===== config.mk =====
export PLATFORM = sky130hd
export DESIGN_NAME = mac_result_serializer
export DESIGN_NICKNAME = d
export VERILOG_FILES = /design/src/rtl/mac_result_serializer.sv
export SDC_FILE = /design/constraint.sdc
export NUM_CORES = 1
export LEC_CHECK = 0
export ABC_AREA = 1
export CORE_UTILIZATION = 45
export DETAILED_ROUTE_END_ITERATION = 10
export PLACE_DENSITY = 0.76
export SYNTH_ARGS = -nofsm -noshare
export SYNTH_HDL_FRONTEND = slang
export SYNTH_SLANG_ARGS = --single-unit

===== constraint.sdc =====
create_clock -name clk -period 2.32 [get_ports clk]
set_clock_uncertainty 0.1 [all_clocks]
set_input_delay 0.348 -clock clk [delete_from_list [all_inputs] [get_ports clk]]
set_output_delay 0.348 -clock clk [all_outputs]
set_load 0.01 [all_outputs]

===== src/rtl/mac_result_serializer.sv =====
// mac_result_serializer
//   Output stage behind mac_top. When mac_top reports a finished result, this
//   block performs a one-cycle read of the wide C vector and copies it into a
//   shadow register. It then streams the elements to the host one per beat
//   over valid/ready. mac_top is free for its next job while the stream drains.
//
// Ports
//   clk        in   clock, rising edge
//   rstn       in   asynchronous active-low reset
//   mac_val    in   mac_top result available
//   mac_rdy    out  handshake back to mac_top (REQ state only)
//   mac_re     out  read enable for C (REQ state only)
//   c_data_in  in   packed C vector; element i = [i*W +: W]
//   out_val    out  stream element valid
//   out_rdy    in   downstream ready
//   out_data   out  current element
//   out_idx    out  row-major index of the current element
//   out_last   out  high with the final element
//   busy       out  high whenever the FSM is not IDLE
//
// state  | meaning
// IDLE   | waiting for mac_val
// REQ    | mac_rdy/mac_re asserted for one cycle
// LOAD   | mac_top drives C; shadow captures it at the end of the cycle
// STREAM | present shadow[idx] until the last beat is accepted
module mac_result_serializer #(
  parameter int  param_M          = 4,
  parameter int  param_N          = 4,
  parameter int  DATA_WIDTH_FINAL = 16,
  localparam int NUM_ELEM         = param_M * param_N,
  localparam int IDX_W            = $clog2(NUM_ELEM)
) (
  input  logic                                 clk,
  input  logic                                 rstn,
  input  logic                                 mac_val,
  output logic                                 mac_rdy,
  output logic                                 mac_re,
  input  logic [NUM_ELEM*DATA_WIDTH_FINAL-1:0] c_data_in,
  output logic                                 out_val,
  input  logic                                 out_rdy,
  output logic [DATA_WIDTH_FINAL-1:0]          out_data,
  output logic [IDX_W-1:0]                     out_idx,
  output logic                                 out_last,
  output logic                                 busy
);

  typedef enum logic [1:0] {
    IDLE   = 2'd0,
    REQ    = 2'd1,
    LOAD   = 2'd2,
    STREAM = 2'd3
  } state_e;

  state_e                      state_q, state_d;
  logic [DATA_WIDTH_FINAL-1:0] shadow_q [NUM_ELEM];
  logic [IDX_W-1:0]            idx_q, idx_d;
  logic                        last_elem;
  logic                        beat;

  assign last_elem = (idx_q == IDX_W'(NUM_ELEM - 1));
  assign beat      = (state_q == STREAM) && out_rdy;

  always_ff @(posedge clk or negedge rstn) begin
    if (!rstn) begin
      state_q <= IDLE;
    end else begin
      state_q <= state_d;
    end
  end

  // idx only wraps through the last-beat rule, never through counter overflow.
  always_comb begin
    state_d = state_q;
    idx_d   = idx_q;
    case (state_q)
      IDLE: begin
        if (mac_val) state_d = REQ;
      end
      REQ: begin
        state_d = LOAD;
      end
      LOAD: begin
        state_d = STREAM;
        idx_d   = '0;
      end
      STREAM: begin
        if (beat) begin
          if (last_elem) begin
            state_d = IDLE;
            idx_d   = '0;
          end else begin
            idx_d = idx_q + 1'b1;
          end
        end
      end
      default: begin
        state_d = IDLE;
        idx_d   = '0;
      end
    endcase
  end

  // The shadow is written only in LOAD, so c_data_in may change freely while streaming.
  always_ff @(posedge clk or negedge rstn) begin
    if (!rstn) begin
      idx_q <= '0;
      for (int i = 0; i < NUM_ELEM; i++) begin
        shadow_q[i] <= '0;
      end
    end else begin
      idx_q <= idx_d;
      if (state_q == LOAD) begin
        for (int i = 0; i < NUM_ELEM; i++) begin
          shadow_q[i] <= c_data_in[i*DATA_WIDTH_FINAL +: DATA_WIDTH_FINAL];
        end
      end
    end
  end

  // Every output depends only on the state and registers. Nothing here is combinational from an input.
  always_comb begin
    mac_rdy  = 1'b0;
    mac_re   = 1'b0;
    out_val  = 1'b0;
    out_data = '0;
    out_idx  = '0;
    out_last = 1'b0;
    busy     = (state_q != IDLE);
    case (state_q)
      REQ: begin
        mac_rdy = 1'b1;
        mac_re  = 1'b1;
      end
      STREAM: begin
        out_val  = 1'b1;
        out_data = shadow_q[idx_q];
        out_idx  = idx_q;
        out_last = last_elem;
      end
      default: ;
    endcase
  end

endmodule


== After elaboration in Yosys (flattened, before gate mapping) ==
Cells that the tools add are included.

* Logic and storage cells: 49
* Output and inout port bits: 25
* Register bits after elaboration: 262

* Magnitude comparators: 1
* Equality and inequality tests: 7
* Mux-type cells: 15
* Bitwise logic cells: 1
* $add $sub $neg: 1
* Reductions and logical operators: 6

{| class="wikitable"
|+ Operators by type and width
! operator !! count
|-
| 16-bit binary-select mux with 4-bit select || 1
|-
| 16-bit two-way mux || 3
|-
| 4-bit two-way mux || 3
|-
| 2-bit case mux with 4 select lines || 1
|-
| 4-bit case mux with 2 select lines || 1
|-
| 2-bit two-way mux || 3
|-
| 2-bit inequality test, second input constant || 3
|-
| 5-bit >= comparator, second input constant || 1
|-
| 4-bit inverter with 5-bit output || 1
|-
| 4-bit by 1-bit adder with 4-bit output, second input constant || 1
|-
| 2-bit == test, second input constant || 2
|-
| 4-bit == test, second input constant || 1
|-
| 2-bit nonzero test || 2
|-
| 1-bit two-way mux || 3
|-
| 3-bit AND reduction || 1
|-
| 2-bit by 1-bit == test with 1-bit output, second input constant || 1
|-
| 2-bit logical NOT || 1
|-
| 2-bit AND reduction || 1
|-
| 1-bit logical AND || 1
|}

== Longest topological paths before layout ==
Gate-level depths: netlist of run 1.

* Depth in word-level cells: 5
* Mapped depth: 9
* Depth with buffers taken out: 7

== Worst setup path after synthesis of run 1 ==
OpenSTA, ideal clock, no wires.

* Path kind: register to output
* Start point: register idx_q[0]
* End point: output out_data[0]
* Required time: 1.872 ns
* Arrival: 1.284 ns
* Stages on the path, launching flop included: 9
* Slack: 0.588 ns
* Path buffers: 3
* Path through: dfrtp_1 buf_4 buf_6 buf_2 nand2_1 nand3_1 nand3_1 nand3_1 a21oi_1

* Cells in the longest elaborated chain, start to end: 5

{| class="wikitable"
|+ RTL lines
! what !! line !! text
|-
| start, declared || 56 || <nowiki>logic [IDX_W-1:0] idx_q, idx_d;</nowiki>
|-
| start signal, assigned || 111 || <nowiki>idx_q <= idx_d;</nowiki>
|-
| 4-bit inverter with 5-bit output (not written as such) || 136 || <nowiki>out_data = shadow_q[idx_q];</nowiki>
|-
| 16-bit binary-select mux with 4-bit select || 136 ||
|-
| 16-bit two-way mux (not written as such) (2 in a row) || 136 ||
|-
| 16-bit two-way mux || 129 || <nowiki>case (state_q)</nowiki>
|-
| end, declared || 41 || <nowiki>output logic [DATA_WIDTH_FINAL-1:0] out_data,</nowiki>
|}

No other way between the ends. The select of a mux whose other input is x is not followed.

== Final worst setup path of run 1 ==
* Start point: register idx_q[0]
* End point: output out_data[1]

The elaborated chain is that of the path after synthesis.

==> impl_metrics.py, run 1 <==
metrics = {
    "status": {
        "status": "complete, but fails checks",
        "violations": "setup timing",
    },
    "synthesis": {
        "synth_fp_nets": 1951,
        "synth_compound_area_frac": 0.111,
        "yosysSeqAreaShare": 0.514,
        "yosys.area_share.simple": 0.244,
        "synth_fa_ha_area_frac": 0.00687,
        "synth_area_per_cell_um2": 7.57,
        "syn_area_um2": 12700,
        "synth.area.mux_share": 0,
        "synth_xor_area_frac": 0.000687,
        "synth-seq-cells": 262,
        "synth_cells": 1684,
        "synth_top_family_by_area": "simple AND/OR/NAND/NOR gates",
        "async_flop_share": 1.00,
        "synth_ff_type": "dfrtp_1",
        "ys_types": 21,
        "synth.yosys.warnings": 0,
        "synth_edf_count": 0,
    },
    "place": {
        "dp_cells": 2268,
        "pre_cts_slack_ns": -0.227,
        "port_buffers": 284,
        "hpwl_um": 29200,
        "gp_congestion": 0.855,
    },
    "grt": {
        "grt_pass1_wl_um": 64400,
        "grt_antenna_before_repair": 2,
        "grt_max_degree": 168,
        "overflow": 0,
        "grt_pass1_vias": 11700,
        "grt_util_all_layers": 0.291,
    },
    "clocking": {
        "cts-htree-levels": 1,
        "clockBufferDepth": 3,
        "clock_latency_ns": 0.53,
        "numCtsBuffers": 27,
        "cts.sinks": 262,
        "cts_tree": "yes",
        "clk_pin_slew_ns": 0.07,
        "root_buffer": "clkbuf_16",
    },
    "power_and_ir_drop": {
        "power_density_nw_per_um2": 1350,
        "ir_drop_mv": 0.774,
        "pwr-share-comb": 0.509,
        "switching_power_mw": 10.4,
        "power.internal_mw": 13.8,
        "switching_share": 0.430,
        "leakage_nw": 8.55,
        "power_frac_seq": 0.310,
        "clock_power_share": 0.182,
    },
    "layout": {
        "syn_to_final_growth_pct": 41.1,
        "nNetsFinal": 2205,
        "finalNonFillerCells": 2338,
        "drive_gt1_frac": 0.126,
    },
    "setup_path": {
        "worstPathArrival_ns": 2.19,
        "required_ns": 1.87,
        "worst_r2r_path_depth": 5,
        "r2r_setup_slack_ns": 0.29,
        "r2r-start": "state_q[0]",
        "cp-start-kind": "register",
        "rr_endpoint": "shadow_q[239]",
        "cp_max_fo": 18,
        "crit_path_end_kind": "output port",
        "crit_type": "register to output port",
    },
    "detailed_routing": {
        "vias": 12200,
        "viasPerCell": 5.23,
        "final_antenna_net_count": 0,
        "first_pass_iters": 6,
        "wire_per_inst_um": 18.4,
        "routed_wirelength_um": 43000,
        "drt-initial-drc-count": 1288,
        "drc": 0,
    },
    "floorplan": {
        "initial_core_util": 0.457,
        "design.core.area_um2": 27900,
        "dieWidth_um": 170,
        "dieArea_um2": 29000,
        "fp-row-count": 61,
        "die_y_um": 170,
        "top_level_ports": 285,
    },
    "sta": {
        "setup_tns_ns": -4.50,
        "worst_pin_slew_ns": 0.613,
        "slew_violations": 0,
        "max_freq_mhz": 379,
        "hold_viol": 0,
        "grt_setup_unrepaired": "yes",
        "min_period_ns": 2.64,
        "finalHoldWorstSlack_ns": 0.223,
        "layout_setup_ws_ns": -0.319,
        "post-route-period-util": 1.14,
        "slew_headroom": 0.591,
        "setup_viol": 17,
    },
    "worst_hold_path": {
        "holdCritPathClass": "input pin to asynchronous set/reset pin",
    },
    "run": {
        "cap_viol_max_count": 0,
    },
}
[cells by family after synthesis]
family	count (synthesis)
compound gates	281
buf+inv	381
fa+ha+maj	7
simple gates	752
xor+xnor	1
flops	262
[layer usage]
| layer | up-vias | track usage | wire length, um | share of wire |
|---|---|---|---|---|
| li1 | 5738 | - | - | - |
| met1 | 5795 | 0.399 | 17900 | 0.42 |
| met2 | 593 | 0.457 | 19700 | 0.46 |
| met3 | 101 | 0.0467 | 3610 | 0.084 |
| met4 | 0 | 0.124 | 1800 | 0.042 |
| met5 | - | 0 | 0 | 0 |
[per-stage QoR]
| step | utilization | instance area (um^2) | total power, mW |
|---|---|---|---|
| 6_report | 0.645 | 18000 | 24.3 |
| 5_1_grt | 0.645 | 18000 | 25.8 |
| 3_5_place_dp | 0.577 | 16100 | 18.1 |
| 3_3_place_gp | 0.577 | 16100 | 17.7 |
| 2_1_floorplan | - | 12700 | 14.1 |
| 4_1_cts | 0.628 | 17500 | 23.3 |
[worst max-delay path by stage]
stage | startpoint | endpoint | slack (ns) | cells after the start
after floorplan | idx_q[0] | out_data[0] | 0.59 | 8
after global placement | idx_q[0] | out_data[4] | -0.20 | 8
after detailed placement | idx_q[0] | out_data[2] | -0.23 | 8
after CTS | idx_q[0] | out_data[11] | -0.28 | 8
after global routing | idx_q[0] | out_data[7] | -0.35 | 8
final | idx_q[0] | out_data[1] | -0.32 | 8
[area by class of cell]
| class | count | area (um^2) |
|---|---|---|
| clock buffers | 40 | 805 |
| flip-flops and latches | 262 | 6560 |
| clock inverters | 9 | 95.1 |
| repair buffers | 337 | 3740 |
| multi-input cells | 1041 | 5280 |
| well taps | 378 | 473 |
| diodes | 2 | 5.00 |
| inverters | 269 | 1020 |
| fillers | 2304 | 9880 |
[cell usage in the layout (no fill, tap or decap), types with 3 or more instances in the layout]
master / count
ha_1: 3
dfrtp_2: 3
buf_6: 14
clkinv_2: 7
o21ai_0: 260
nand3_1: 129
a21oi_1: 7
dfrtp_1: 258
clkbuf_16: 31
inv_1: 264
clkbuf_8: 8
nand3_2: 92
clkbuf_1: 5
dlygate4sd2_1: 6
buf_4: 18
buf_12: 23
a21oi_2: 10
inv_2: 3
buf_16: 6
nand2_1: 509
clkdlybuf4s50_1: 259
nand3_4: 6
nand2_2: 9
[power by group through the flow]
stage / Clock, mW / Combinational, mW / Sequential (mW)
after floorplan: 0 / 6.76 / 7.32
after global placement: 0 / 10.3 / 7.44
after detailed placement: 0 / 10.5 / 7.54
after CTS: 4.44 / 11.4 / 7.47
after global routing: 4.63 / 13.5 / 7.70
final: 4.41 / 12.3 / 7.51
[what timing repair did]
| item | CTS | global route |
|---|---|---|
| hold endpoints to repair | 50 | 0 |
| pin swaps | 20 | 36 |
| resized for setup | 165 | 81 |
| setup buffers | 9 | 0 |
| hold buffers | 1 | 0 |
| gates cloned | 6 | 4 |
| setup endpoints to repair | 25 | 20 |
[state kept, by name (all words and copies together) (netlist names)]
signal,count
idx_q,4
shadow_q,256
state_q,2
[worst max-delay path, stage by stage, from the launching register on]
cell and delay, ns:
dfrtp_4 0.55, buf_12 0.19, buf_16 0.16, nand2_1 0.10, nand3_2 0.11, nand3_4 0.12
nand3_2 0.09, a21oi_2 0.19, buf_6 0.14
[cells in the mapped netlist, types with 4 or more instances]
library cell,count,area [um^2]
a21oi_1,19,95.1
buf_1,6,22.5
buf_2,58,290
buf_4,8,60.1
buf_6,4,45.0
clkbuf_1,36,135
dfrtp_1,262,6560
ha_1,7,87.6
inv_1,266,998
nand2_1,519,1950
nand3_1,227,1140
o21ai_0,260,1300
Power figures use the tool's default switching activity.
==> inputs of run 2 (changes only) <==
- PLACE_DENSITY: 0.76 -> 0.73
- SLEW_MARGIN: not set -> 20
==> run 2 against run 1 <==
The run still ends with setup timing left. Die area unchanged. Combinational power increased by 9.8%. Final cell count rose by 1.5%. Setup slack worse by 0.076 ns. Global-route usage up 1.7 points. Count of clock-buffer cells in the layout grew 2. Maximum frequency fell by 2.8%. Routed wire length rose by 5.0%. Design area is 4.5% higher.
==> impl_metrics.py, run 2 (synthesis results as in run 1) <==
metrics = {
    "layout": {
        "drive_gt1_frac": 0.176,
        "final_common_cell": "nand2_1",
        "fin_util": 0.674,
        "largestRegisters": "shadow_q x256, idx_q x4, state_q x2",
        "nNetsFinal": 2240,
        "largest_register_ffs": 256,
        "top_register": "shadow_q",
        "final_cell_mix": "476 x nand2_1, 264 x inv_1, 260 x o21ai_0, 260 x dfrtp_1, 259 x clkdlybuf4s50_1",
        "syn_to_final_growth_pct": 47.4,
    },
    "grt": {
        "grt_pass1_wl_um": 68100,
        "grt_util_all_layers": 0.308,
        "grt_antenna_before_repair": 1,
        "grt_max_degree": 115,
        "grt_pass1_vias": 12300,
        "overflow": 0,
    },
    "detailed_routing": {
        "wire_per_inst_um": 19.0,
        "final_antenna_net_count": 0,
        "routed_wirelength_um": 45200,
        "wl_met3_um": 3840,
        "first_pass_iters": 6,
        "drc": 0,
        "top_layer": "met4",
        "vias": 12700,
        "viasPerCell": 5.34,
        "wl_met1_um": 18600,
        "dr_wl_met2_um": 20700,
        "drt-initial-drc-count": 1375,
    },
    "floorplan": {
        "dieArea_um2": 29000,
        "dieWidth_um": 170,
        "top_level_ports": 285,
        "initial_core_util": 0.457,
        "design.core.area_um2": 27900,
        "fp-row-count": 61,
        "die_y_um": 170,
    },
    "worst_hold_path": {
        "holdCritPathClass": "input pin to asynchronous set/reset pin",
    },
    "sta": {
        "post-route-period-util": 1.17,
        "max_freq_mhz": 368,
        "layout_setup_ws_ns": -0.395,
        "hold_viol": 0,
        "setup_viol": 17,
        "slew_violations": 0,
        "grt_setup_unrepaired": "yes",
        "slew_headroom": 0.644,
        "min_period_ns": 2.71,
        "finalHoldWorstSlack_ns": 0.198,
        "worst_pin_slew_ns": 0.534,
    },
    "place": {
        "hpwl_um": 30300,
        "port_buffers": 284,
        "gp_congestion": 1.01,
    },
    "setup_path": {
        "r2r_setup_slack_ns": 0.32,
        "crit_type": "register to output port",
        "r2r-start": "state_q[0]",
        "worst_r2r_path_depth": 6,
        "cp_max_fo": 14,
        "crit_path_end_kind": "output port",
        "cp-start-kind": "register",
        "required_ns": 1.87,
        "rr_endpoint": "shadow_q[15]",
        "worstPathArrival_ns": 2.27,
    },
    "clocking": {
        "clk_pin_slew_ns": 0.06,
        "clockBufferDepth": 3,
        "cts-htree-levels": 1,
        "cts.sinks": 262,
        "root_buffer": "clkbuf_16",
        "cts_tree": "yes",
        "numCtsBuffers": 29,
        "clock_latency_ns": 0.55,
    },
    "power_and_ir_drop": {
        "power_density_nw_per_um2": 1370,
        "leakage_nw": 8.87,
        "ir_drop_mv": 0.687,
    },
    "status": {
        "status": "complete, but fails checks",
        "violations": "setup timing",
    },
    "run": {
        "cap_viol_max_count": 0,
    },
}
[run 2: cell count changes in the layout (fill, tap and decap cells not counted), sizes merged]
cell,previous run,this run
inv,268,269
clkbuf,44,45
bufinv,2,4
clkinvlp,0,3
clkdlybuf4s15,0,1
buf,65,96
clkinv,8,4
diode,2,1
bufbuf,0,5
dlygate4sd2,6,3
[run 2: metal layers]
metal	vias to the layer above	GRT usage
li1	5828	-
met1	6093	0.416
met2	627	0.483
met3	136	0.0595
met4	0	0.137
met5	-	0
[run 2: per-stage QoR]
stage          total power [mW]  setup slack [ns]  cell area, um^2  std cells  TNS (ns)
6_report                   25.8            -0.395            18800       2374     -5.62
2_1_floorplan              14.1             0.588            12700       1684         0
5_1_grt                    27.4            -0.435            18800       2373     -6.40
4_1_cts                    24.6            -0.349            18200       2370     -5.38
3_3_place_gp               17.8            -0.252            16200       2292     -2.20
3_5_place_dp               18.2            -0.273            16200       2292     -2.35
[run 2: worst max-delay path: stages, from the launching register on]
cell	delay (ns)
dfrtp_4	0.55
buf_6	0.15
buf_16	0.15
clkbuf_16	0.16
nand2_1	0.09
nand3_2	0.09
nand3_4	0.09
nand3_2	0.08
a21oi_2	0.18
buf_2	0.16
[run 2: cell type report]
cell class,instances,area (um^2)
Fill cell,2157,9070
Timing Repair Buffer,370,4090
Sequential cell,262,6560
Clock inverter,11,170
Tap cell,378,473
Clock buffer,42,835
Antenna cell,1,2.50
Multi-Input combinational cell,1041,5640
Inverter,269,1020
[run 2: worst max path at each step]
stage | slack (ns) | cells past startpoint | start | endpoint
3_5_place_dp | -0.27 | 8 | idx_q[0] | out_data[11]
3_3_place_gp | -0.25 | 8 | idx_q[0] | out_data[11]
6_report | -0.39 | 9 | idx_q[0] | out_data[10]
4_1_cts | -0.35 | 8 | idx_q[0] | out_data[8]
5_1_grt | -0.44 | 9 | idx_q[0] | out_data[9]
2_1_floorplan | 0.59 | 8 | idx_q[0] | out_data[0]
[run 2: timing repair]
item,CTS,global route
setup endpoints to repair,25,21
gates resized for setup,199,132
pin swaps,44,60
hold buffers,1,0
setup buffers,13,1
hold endpoints to repair,54,0
cloned,11,3
[run 2: where the power goes]
group | internal [mW] | switching [mW] | leakage [nW] | total (mW)
Clock | 2.93 | 1.91 | 0.482 | 4.85
Sequential | 6.83 | 0.651 | 3.22 | 7.48
Combinational | 5.00 | 8.48 | 5.17 | 13.5
Total | 14.8 | 11.0 | 8.87 | 25.8
